## src/rtl/ref_buf_from_axi_read_master.sv

```systemverilog
// Reference-block fetcher: one 8x8 luma block per request, fetched from the DPB tile layout as a single AXI4 INCR read burst.
// Optional macro REF_RD_RETRY_EN: an errored burst is re-issued to the same address and is never delivered.
module ref_buf_from_axi_read_master #(
    parameter int AXI_ADDR_WDTH = 32,
    parameter int AXI_DATA_WDTH = 512,
    parameter int BEATS         = 2,
    parameter int X_BLK_WDTH    = 8,
    parameter int CTU_BLK_BITS  = 3,
    parameter int BU_OFFSET     = 128,
    parameter int BU_ROW_OFFSET = 1024,
    parameter int IU_OFFSET     = 8192,
    parameter int IU_ROW_OFFSET = 262144
) (
    input  logic                             clk,
    input  logic                             reset,
    input  logic                             req_valid_in,
    output logic                             req_ready_out,
    input  logic [AXI_ADDR_WDTH-1:0]         req_base_in,
    input  logic [X_BLK_WDTH-1:0]            req_x_in,
    input  logic [X_BLK_WDTH-1:0]            req_y_in,
    output logic                             blk_valid_out,
    input  logic                             blk_ready_in,
    output logic [BEATS*AXI_DATA_WDTH-1:0]   blk_data_out,
    output logic                             blk_err_out,
    output logic                             axi_arid,
    output logic [7:0]                       axi_arlen,
    output logic [2:0]                       axi_arsize,
    output logic [1:0]                       axi_arburst,
    output logic                             axi_arlock,
    output logic [3:0]                       axi_arcache,
    output logic [2:0]                       axi_arprot,
    output logic [AXI_ADDR_WDTH-1:0]         axi_araddr,
    output logic                             axi_arvalid,
    input  logic                             axi_arready,
    input  logic                             axi_rid,
    input  logic [AXI_DATA_WDTH-1:0]         axi_rdata,
    input  logic [1:0]                       axi_rresp,
    input  logic                             axi_rlast,
    input  logic                             axi_rvalid,
    output logic                             axi_rready
);

    localparam int CNT_WDTH = $clog2(BEATS + 1);
    localparam logic [CNT_WDTH-1:0] LAST_IDX = CNT_WDTH'(BEATS - 1);
    localparam logic [CNT_WDTH-1:0] CNT_SAT  = CNT_WDTH'(BEATS);

    typedef enum logic [1:0] {
        IDLE,
        AR_SEND,
        R_COLLECT,
        OUT
    } state_t;

    state_t                           r_state;
    state_t                           w_next_state;
    logic [AXI_ADDR_WDTH-1:0]         r_araddr;
    logic [CNT_WDTH-1:0]              r_beat_cnt;
    logic                             r_err;
    logic [BEATS*AXI_DATA_WDTH-1:0]   r_data;

    logic [CTU_BLK_BITS-1:0]              w_x_blk;
    logic [CTU_BLK_BITS-1:0]              w_y_blk;
    logic [X_BLK_WDTH-CTU_BLK_BITS-1:0]   w_x_ctu;
    logic [X_BLK_WDTH-CTU_BLK_BITS-1:0]   w_y_ctu;
    logic [AXI_ADDR_WDTH-1:0]             w_req_addr;
    logic                                 w_req_fire;
    logic                                 w_ar_fire;
    logic                                 w_r_fire;
    logic                                 w_blk_fire;
    logic                                 w_beat_err;
    logic                                 w_burst_err;
    logic                                 w_unused_inputs;

    // CTU (IU) and 8x8 (BU) components of the coordinates select the tile inside the DPB picture.
    assign w_x_blk = req_x_in[CTU_BLK_BITS-1:0];
    assign w_y_blk = req_y_in[CTU_BLK_BITS-1:0];
    assign w_x_ctu = req_x_in[X_BLK_WDTH-1:CTU_BLK_BITS];
    assign w_y_ctu = req_y_in[X_BLK_WDTH-1:CTU_BLK_BITS];

    assign w_req_addr = req_base_in
                      + AXI_ADDR_WDTH'(w_y_ctu) * AXI_ADDR_WDTH'(IU_ROW_OFFSET)
                      + AXI_ADDR_WDTH'(w_x_ctu) * AXI_ADDR_WDTH'(IU_OFFSET)
                      + AXI_ADDR_WDTH'(w_y_blk) * AXI_ADDR_WDTH'(BU_ROW_OFFSET)
                      + AXI_ADDR_WDTH'(w_x_blk) * AXI_ADDR_WDTH'(BU_OFFSET);

    assign req_ready_out = (r_state == IDLE) && !reset;
    assign axi_arvalid   = (r_state == AR_SEND);
    assign axi_rready    = (r_state == R_COLLECT);
    assign blk_valid_out = (r_state == OUT);
    assign axi_araddr    = r_araddr;
    assign blk_data_out  = r_data;

    assign axi_arid    = 1'b0;
    assign axi_arlen   = 8'(BEATS - 1);
    assign axi_arsize  = 3'($clog2(AXI_DATA_WDTH / 8));
    assign axi_arburst = 2'b01;
    assign axi_arlock  = 1'b0;
    assign axi_arcache = 4'b0011;
    assign axi_arprot  = 3'b000;

    assign w_req_fire  = req_valid_in && req_ready_out;
    assign w_ar_fire   = axi_arvalid && axi_arready;
    assign w_r_fire    = axi_rvalid && axi_rready;
    assign w_blk_fire  = blk_valid_out && blk_ready_in;

    // A short burst (rlast before the final slot) is as much an error as a SLVERR/DECERR response.
    assign w_beat_err  = axi_rresp[1] || (axi_rlast && (r_beat_cnt != LAST_IDX));
    assign w_burst_err = r_err || w_beat_err;

    assign w_unused_inputs = ^{axi_rid, axi_rresp[0]};

`ifdef REF_RD_RETRY_EN
    assign blk_err_out = 1'b0;
`else
    assign blk_err_out = (r_state == OUT) && r_err;
`endif

    always_ff @(posedge clk) begin
        if (reset) begin
            r_state <= IDLE;
        end else begin
            r_state <= w_next_state;
        end
    end

    always_comb begin
        w_next_state = r_state;
        case (r_state)
            IDLE: begin
                if (w_req_fire) begin
                    w_next_state = AR_SEND;
                end
            end
            AR_SEND: begin
                if (axi_arready) begin
                    w_next_state = R_COLLECT;
                end
            end
            R_COLLECT: begin
                if (axi_rvalid && axi_rlast) begin
`ifdef REF_RD_RETRY_EN
                    w_next_state = w_burst_err ? AR_SEND : OUT;
`else
                    w_next_state = OUT;
`endif
                end
            end
            OUT: begin
                if (blk_ready_in) begin
                    w_next_state = IDLE;
                end
            end
            default: w_next_state = IDLE;
        endcase
    end

    // The beat counter saturates so that over-long bursts still read as mis-sized at rlast.
    always_ff @(posedge clk) begin
        if (reset) begin
            r_beat_cnt <= '0;
            r_err      <= 1'b0;
        end else if (w_ar_fire) begin
            r_beat_cnt <= '0;
            r_err      <= 1'b0;
        end else if (w_r_fire) begin
            if (r_beat_cnt != CNT_SAT) begin
                r_beat_cnt <= r_beat_cnt + CNT_WDTH'(1);
            end
            r_err <= w_burst_err;
        end else if (w_blk_fire) begin
            r_err <= 1'b0;
        end
    end

    always_ff @(posedge clk) begin
        if (w_req_fire) begin
            r_araddr <= w_req_addr;
        end
        if (w_r_fire && (r_beat_cnt < CNT_SAT)) begin
            r_data[int'(r_beat_cnt)*AXI_DATA_WDTH +: AXI_DATA_WDTH] <= axi_rdata;
        end
    end

endmodule

```

## config.mk

```make
export PLATFORM = sky130hd
export DESIGN_NAME = ref_buf_from_axi_read_master
export DESIGN_NICKNAME = d
export VERILOG_FILES = /design/src/rtl/ref_buf_from_axi_read_master.sv
export SDC_FILE = /design/constraint.sdc
export NUM_CORES = 1
export LEC_CHECK = 0
export ABC_AREA = 1
export BUFFER_PORTS_ARGS = -buffer_cell sky130_fd_sc_hd__buf_2
export CAP_MARGIN = 20
export CORE_AREA = 2 2 648 650
export CTS_CLUSTER_DIAMETER = 40
export DETAILED_ROUTE_END_ITERATION = 16
export DIE_AREA = 0 0 650 652
export REMOVE_ABC_BUFFERS = 1
export SLEW_MARGIN = 20
export SYNTH_ARGS = -nofsm -noshare
export SYNTH_HDL_FRONTEND = slang
export SYNTH_SLANG_ARGS = --single-unit
```

## constraint.sdc

```tcl
create_clock -name clk -period 103.9 [get_ports clk]
set_input_delay 15.585 -clock clk [delete_from_list [all_inputs] [get_ports clk]]
set_output_delay 15.585 -clock clk [all_outputs]
set_load 0.005 [all_outputs]
```

# Word-level counts from Yosys, hierarchy flattened
# Index checks and enable logic that the tools add are counted.
[word_totals] out_inout_bits=1083 reg_bits=1061
[op_classes] addsub=6 mux=8 shift=2 eq_ne=9 reduce_logical=17 n_lt_le_gt_ge=1
[op_table] cell="$bwmux W1024" count=1
[op_table] cell="$shift A512 B33 Y1024 const A" count=1
[op_table] cell="$shiftx A512 B33 Y1024" count=1
[op_table] cell="$neg A11 Y33" count=1
[op_table] cell="$add A32 B10 Y32" count=1
[op_table] cell="$add A32 B13 Y32" count=1
[op_table] cell="$add A32 B18 Y32" count=1
[op_table] cell="$add A32 B23 Y32" count=1
[op_table] cell="$logic_and A1 B1 Y1" count=9
[op_table] cell="$mux W2" count=4
[op_table] cell="$ne A2 B1 Y1 const B" count=4
[op_table] cell="$pmux W2 S4" count=1
[op_table] cell="$eq A2 B2 Y1 const B" count=2
[op_table] cell="$ne A2 B2 Y1 const B" count=2
[op_table] cell="$reduce_and A4 Y1" count=1
[op_table] cell="$add A2 B1 Y2 const B" count=1
[op_table] cell="$eq A2 B1 Y1 const B" count=1
[op_table] cell="$logic_not A2 Y1" count=1
[op_table] cell="$logic_or A1 B1 Y1" count=2
[op_table] cell="$lt A2 B2 Y1 const B" count=1
[op_table] cell="$mux W1" count=2
[op_table] cell="$reduce_and A2 Y1" count=1
[op_table] cell="$reduce_bool A2 Y1" count=1
[op_table] cell="$reduce_or A2 Y1" count=1
[op_table] cell="$logic_not A1 Y1" count=1

# Depth between registers and ports, before layout
# Gate-level depths: netlist (run 1).
[depth] ltp_word=5 mapped_depth=11 ltp_nobuf=11

# Worst setup path before layout (run 1)
# OpenSTA, ideal clock, no wires.
[synth_timing] kind="input to register" start="in axi_rvalid" end="reg r_data[0], in the netlist blk_data_out[0], enable pin" t_required_ps=101783 setup_slack_ps=49310 cell_stages=2 t_arrival_ps=52473 path_buffers=0 cell_sequence="nand2_1 -> nor3b_1"
[synth_between] elab_chain_len=2
[synth_lines] item="from (decl)" line="39" source="input logic axi_rvalid,"
[synth_lines] item="$logic_and A1 B1 Y1" line="103" source="assign w_r_fire = axi_rvalid && axi_rready;"
[synth_lines] item="$logic_and A1 B1 Y1" line="179" source="if (w_r_fire && (r_beat_cnt < CNT_SAT)) begin"
[synth_lines] item="to (signal, indexed assignment)" line="180" source="r_data[int'(r_beat_cnt)*AXI_DATA_WDTH +: AXI_DATA_WDTH] <= axi_rdata;"
[synth_lines] item="to (decl)" line="59" source="logic [BEATS*AXI_DATA_WDTH-1:0] r_data;"
# No other way between the ends.
# A chain may end at the register's enable or synchronous reset.

# Worst setup path after layout (run 1)
[layout_timing] start="in reset" end="out req_ready_out"
[layout_between] elab_chain_len=2
[layout_lines] item="from (decl)" line="15" source="input logic reset,"
[layout_lines] item="$logic_not A1 Y1" line="86" source="assign req_ready_out = (r_state == IDLE) && !reset;"
[layout_lines] item="$logic_and A1 B1 Y1" line="86"
[layout_lines] item="to (decl)" line="17" source="output logic req_ready_out,"
# No other way between the ends.

==> results.toml, run 1 <==
[clock_network]
cts.sinks = 1061
post_cts_buffers = 0
max-clock-path-buffers = 4
cts_tree = "built"
insertion_delay_ps = 900
clk_pin_slew_ps = 50
hold_buffers = 0
cts_buffers = 196
cts_max_level = 4
cts_root_buffer = "clkbuf_16"
cts_resized = 0

[synth]
synth_seq_area_share = 0.792
synth-xor-area-share = 0.00262
ys_types = 30
netlist_area_sq_um = 40200
muxShareOfSynthArea = 0
synth-simple-area-share = 0.120
postSynthAreaPerCell_sq_um = 12.9
synth-seq-cells = 1061
synthCells = 3102
yosys_warnings = 0
synth_top_family_by_area = "simple AND/OR/NAND/NOR gates"
synthAdderAreaFrac = 0.00860
synth_compound_area_frac = 0.00252

[layout]
syn_to_final_growth_pct = 53.4
utilization = 0.148
fill_cells = 46780
final_nets = 5439
ff_latch_area_sq_um = 31800
drive_above_1_share = 0.395
multi_input_area_sq_um = 5470

[detailed_routing]
wl_mm = 311
ant_nets = 0
dr.pass1.iters = 6
vias = 31217
drcViolationCount = 0
wl_per_cell_microns = 29.4
via_per_inst = 2.95
drtIter0Drc = 3492

[sta]
period_share = 0.303
min_period_ps = 31490
setup_viol = 0
whs_ps = 494
finalHoldViolCount = 0
finalSetupTns_ps = 0
max_freq_ghz = 0.0318
slew_headroom = 0.256
final_max_slew_viol_count = 0
clock_skew_ps = 73.9
tightest_slew_ps = 1120
rsz0062_at_grt = "no"

[setup_path]
worstPathMaxFanout = 2
crit_required_ps = 88320
rr_worst_depth = 9
path_class = "in2out"
r2r_slack_ps = 98390
worst_r2r_endpoint = "blk_data_out[780]"
critPathCaptureType = "output port"
cp.arrival_ps = 15910
cp-start-kind = "input port"
r2r-start = "r_state[0]"

[global_route]
overflow = 0
gr-max-usage-layer = "met2"
grt_pass1_vias = 30317
grt_util_met2 = 0.243
grt_max_degree = 178
antenna_found_initial = 156
grt_first_pass_wirelength_mm = 374
grtUsageTotal = 0.141
use_met1 = 0.137
use_met3 = 0.0809

[die]
core.rowCount = 237
ios = 1653
die_w_microns = 650
die_area_sq_um = 424000
core_area_sq_um = 416000
die_h_microns = 652
initial_core_util = 0.0965

[min_path]
holdCritStartpoint = "r_err"
hold_path.class = "reg2reg"
whs_endpoint = "r_err"
worstHoldPathCells = 2

[power]
p_leak_nw = 25.6
power.density_nw_per_um2 = 22.9
peakVddDrop_uv = 16.4

[status]
status = "completed"

[place]
gp_congestion = 0.908
dp_hpwl_mm = 267
portBuffers = 1628

[flow_run]
drv_cap = 0
[flip-flops by register name, indices dropped and copies added, names as in the netlist]
register,cells
r_err,1
r_beat_cnt,2
axi_araddr,32
blk_data_out,1024
r_state,2
[synthesized netlist by cell type (all sizes together)]
cell,count,area (sq um)
o21ai,2,10.0
conb,2,7.51
fa,1,20.0
clkbuf,12,45.0
nor3,4,20.0
a21boi,1,7.51
buf,122,739
nor4,1,6.26
xnor2,2,17.5
and2,1,6.26
ha,26,325
and3,1,6.26
or2,2,12.5
nand3,24,120
nand4,5,31.3
nor3b,2,15.0
nand2,160,601
o22ai,1,6.26
dfxtp,5,100
edfxtp,1056,31700
nor2,1060,3980
nand3b,1,7.51
inv,587,2200
a211oi,3,22.5
a21oi,11,55.1
xor2,10,87.6
[per-stage QoR]
step,cells,total power [mW],cell area [sq um],setup slack [ps]
5_1_grt,10557,1.46,61500,72390
6_report,10591,1.41,61600,72410
3_3_place_gp,10141,0.762,54800,72390
3_5_place_dp,10141,0.766,54800,72410
2_1_floorplan,2988,0.760,39500,49310
4_1_cts,10500,1.43,61400,72400
[cells by family (layout without fill, tap and decap cells)]
family	Yosys count	in the layout
AND/OR/NAND/NOR	1261	1261
flip-flops	1061	1061
buffers and inverters	721	2602
adder cells (fa/ha/maj)	27	27
AO/OA/AOI/OAI	18	18
XOR/XNOR	12	12
other	2	113
[worst max-delay path by stage]
| stage | from | end |
|---|---|---|
| final | reset | req_ready_out |
| after CTS | reset | req_ready_out |
| after global placement | reset | req_ready_out |
| after global routing | reset | req_ready_out |
| after floorplan | axi_rvalid | blk_data_out[0] |
| after detailed placement | reset | req_ready_out |
[power by group]
part	switching, mW	leakage [nW]	total [mW]	internal (mW)
Combinational	0.160	12.7	0.212	0.0519
Clock	0.254	3.18	0.658	0.404
Sequential	0.00838	9.77	0.541	0.533
[metal layers]
layer | part of all wire | vias up
li1 | - | 13535
met5 | 0.00037 | -
met3 | 0.14 | 544
met2 | 0.49 | 1911
met4 | 0.049 | 18
met1 | 0.33 | 15209
[worst max-delay path, stage by stage]
cell	delay (ps)
buf_2	110
nor2_1	90
buf_2	130
[cell usage in the layout, fill, tap and decap left out, types with 16 or more instances in the layout]
| master | count |
|---|---|
| buf_2 | 1628 |
| buf_4 | 23 |
| bufinv_16 | 20 |
| clkbuf_1 | 16 |
| clkbuf_16 | 198 |
| clkinv_1 | 30 |
| clkinvlp_4 | 18 |
| conb_1 | 22 |
| diode_2 | 91 |
| edfxtp_1 | 1056 |
| ha_1 | 26 |
| inv_1 | 587 |
| inv_6 | 31 |
| nand2_1 | 158 |
| nand3_1 | 24 |
| nor2_1 | 1060 |
[final cells by class]
| type | instances | area share |
|---|---|---|
| clock inverter | 145 | 0.0262 |
| sequential | 1061 | 0.516 |
| antenna | 91 | 0.00370 |
| inverter | 587 | 0.0358 |
| tap | 5497 | 0.112 |
| timing repair buffer | 1656 | 0.136 |
| multi-input combinational | 1340 | 0.0887 |
| clock buffer | 214 | 0.0814 |
(Power assumes the default switching activity.)
==> run 2: changes to the inputs <==
Clock period 103.9 ns to 25.6 ns, I/O delays scaled along.
==> run 2 against run 1 <==
Compared with the run above:
- register-to-register slack got worse by 78000 ps
- non-clock buffer count rose by 4
- first-iteration DRC count fell by 11%
- sequential power rose to 4.1 times the previous value
- clock skew fell by 5.6 ps
- flip-flop and latch count did not move
- hold slack improved by 42 ps
==> results.toml, run 2 (synthesized netlist as in run 1, its figures left out) <==
[setup_path]
crit_path_top_delay_cell = "buf_2"
max_stage_delay_ps = 130
r2r_slack_ps = 20090
worstPathMaxFanout = 2
worst_r2r_endpoint = "blk_data_out[448]"
rr_worst_depth = 8
crit_buf_inv = 2
cp.arrival_ps = 4160
critPathCaptureType = "output port"
cp_top_family = "buffers and inverters"
crit_required_ps = 21760
cp-start-kind = "input port"
r2r-start = "r_state[0]"
cp_common_cell = "buf_2"
cp_cell_sequence = "buf_2, nor2_1, buf_2"
path_class = "in2out"

[die]
ios = 1653
die_w_microns = 650
die_area_sq_um = 424000
initial_core_util = 0.0965
die_h_microns = 652
core.rowCount = 237
core_area_sq_um = 416000

[power]
p_leak_nw = 25.7
power.density_nw_per_um2 = 92.9
peakVddDrop_uv = 93.4

[detailed_routing]
ant_nets = 0
wl_per_cell_microns = 29.3
via_per_inst = 2.96
vias = 31347
dr.pass1.iters = 6
wl_mm = 311
drtIter0Drc = 3100
drcViolationCount = 0

[clock_network]
cts.sinks = 1061
hold_buffers = 0
cts_max_level = 4
post_cts_buffers = 0
cts_root_buffer = "clkbuf_16"
cts_tree = "built"
max-clock-path-buffers = 4
insertion_delay_ps = 890
clk_pin_slew_ps = 40
cts_buffers = 199
cts_resized = 0

[place]
dp_hpwl_mm = 267
portBuffers = 1628
gp_congestion = 0.917

[global_route]
antenna_found_initial = 164
overflow = 0
grt_max_degree = 137
grtUsageTotal = 0.141
grt_pass1_vias = 30309
grt_first_pass_wirelength_mm = 374

[sta]
setup_viol = 0
finalSetupTns_ps = 0
rsz0062_at_grt = "no"
period_share = 0.312
finalHoldViolCount = 0
tightest_slew_ps = 1130
clock_skew_ps = 68.3
max_freq_ghz = 0.125
whs_ps = 536
final_max_slew_viol_count = 0
min_period_ps = 8000
slew_headroom = 0.249

[layout]
ff_latch_area_sq_um = 31800
fill_cells = 46694
largest_register_ffs = 1024
drive_above_1_share = 0.398
syn_to_final_growth_pct = 53.6
final_nets = 5446
multi_input_area_sq_um = 5470
final_common_cell = "buf_2"
layout_common_cells = "buf_2 (1628), nor2_1 (1060), edfxtp_1 (1056)"

[min_path]
holdCritStartpoint = "r_state[0]"
whs_endpoint = "r_state[0]"
hold_path.class = "reg2reg"
worstHoldPathCells = 2

[status]
status = "completed"

[flow_run]
drv_cap = 0
-- run 2: report_power, final --
| part | leakage, nW | switching [mW] | total, mW | internal (mW) |
|---|---|---|---|---|
| combinational | 12.7 | 0.648 | 0.859 | 0.211 |
| sequential | 9.77 | 0.0349 | 2.20 | 2.16 |
| clock | 3.23 | 1.06 | 2.68 | 1.61 |
-- run 2: how the worst max path moves through the flow --
stage	from	end	slack, ps	cells past startpoint
3_3_place_gp	axi_rvalid	blk_data_out[481]	16880	7
2_1_floorplan	axi_rvalid	blk_data_out[0]	-17240	2
5_1_grt	reset	req_ready_out	17530	3
3_5_place_dp	axi_rvalid	blk_data_out[448]	16830	7
4_1_cts	reset	req_ready_out	17600	3
6_report	reset	req_ready_out	17600	3
-- run 2: metrics by stage --
| step | util | area [sq um] | worst slack (ps) | total power [mW] | std cells |
|---|---|---|---|---|---|
| floorplan | - | 39500 | -17240 | 3.08 | 2988 |
| CTS | 0.148 | 61500 | 17600 | 5.83 | 10516 |
| detailed placement | 0.132 | 54800 | 16830 | 3.11 | 10145 |
| finish | 0.148 | 61700 | 17600 | 5.73 | 10602 |
| global route | 0.148 | 61600 | 17530 | 5.96 | 10576 |
| global placement | 0.132 | 54800 | 16880 | 3.10 | 10145 |
-- run 2: metal layers --
| layer | up-vias | GRT usage | share of wire |
|---|---|---|---|
| li1 | 13551 | - | - |
| met1 | 15277 | 0.135 | 0.32 |
| met2 | 1947 | 0.242 | 0.49 |
| met3 | 538 | 0.0852 | 0.14 |
| met4 | 34 | 0.0575 | 0.044 |
| met5 | - | 0 | 0.00073 |
-- run 2: layout make-up --
type                       count  share of cell area
antenna                       86             0.00349
clock buffer                 216              0.0821
clock inverter               155              0.0270
inverter                     587              0.0357
multi-input combinational   1340              0.0886
sequential                  1061               0.516
tap                         5497               0.111
timing repair buffer        1660               0.136
-- run 2: worst min-delay path: cells and delay by family, from the launching register on --
family           cells  cell delay, ps
AND/OR/NAND/NOR      2             160
flip-flops           1             330
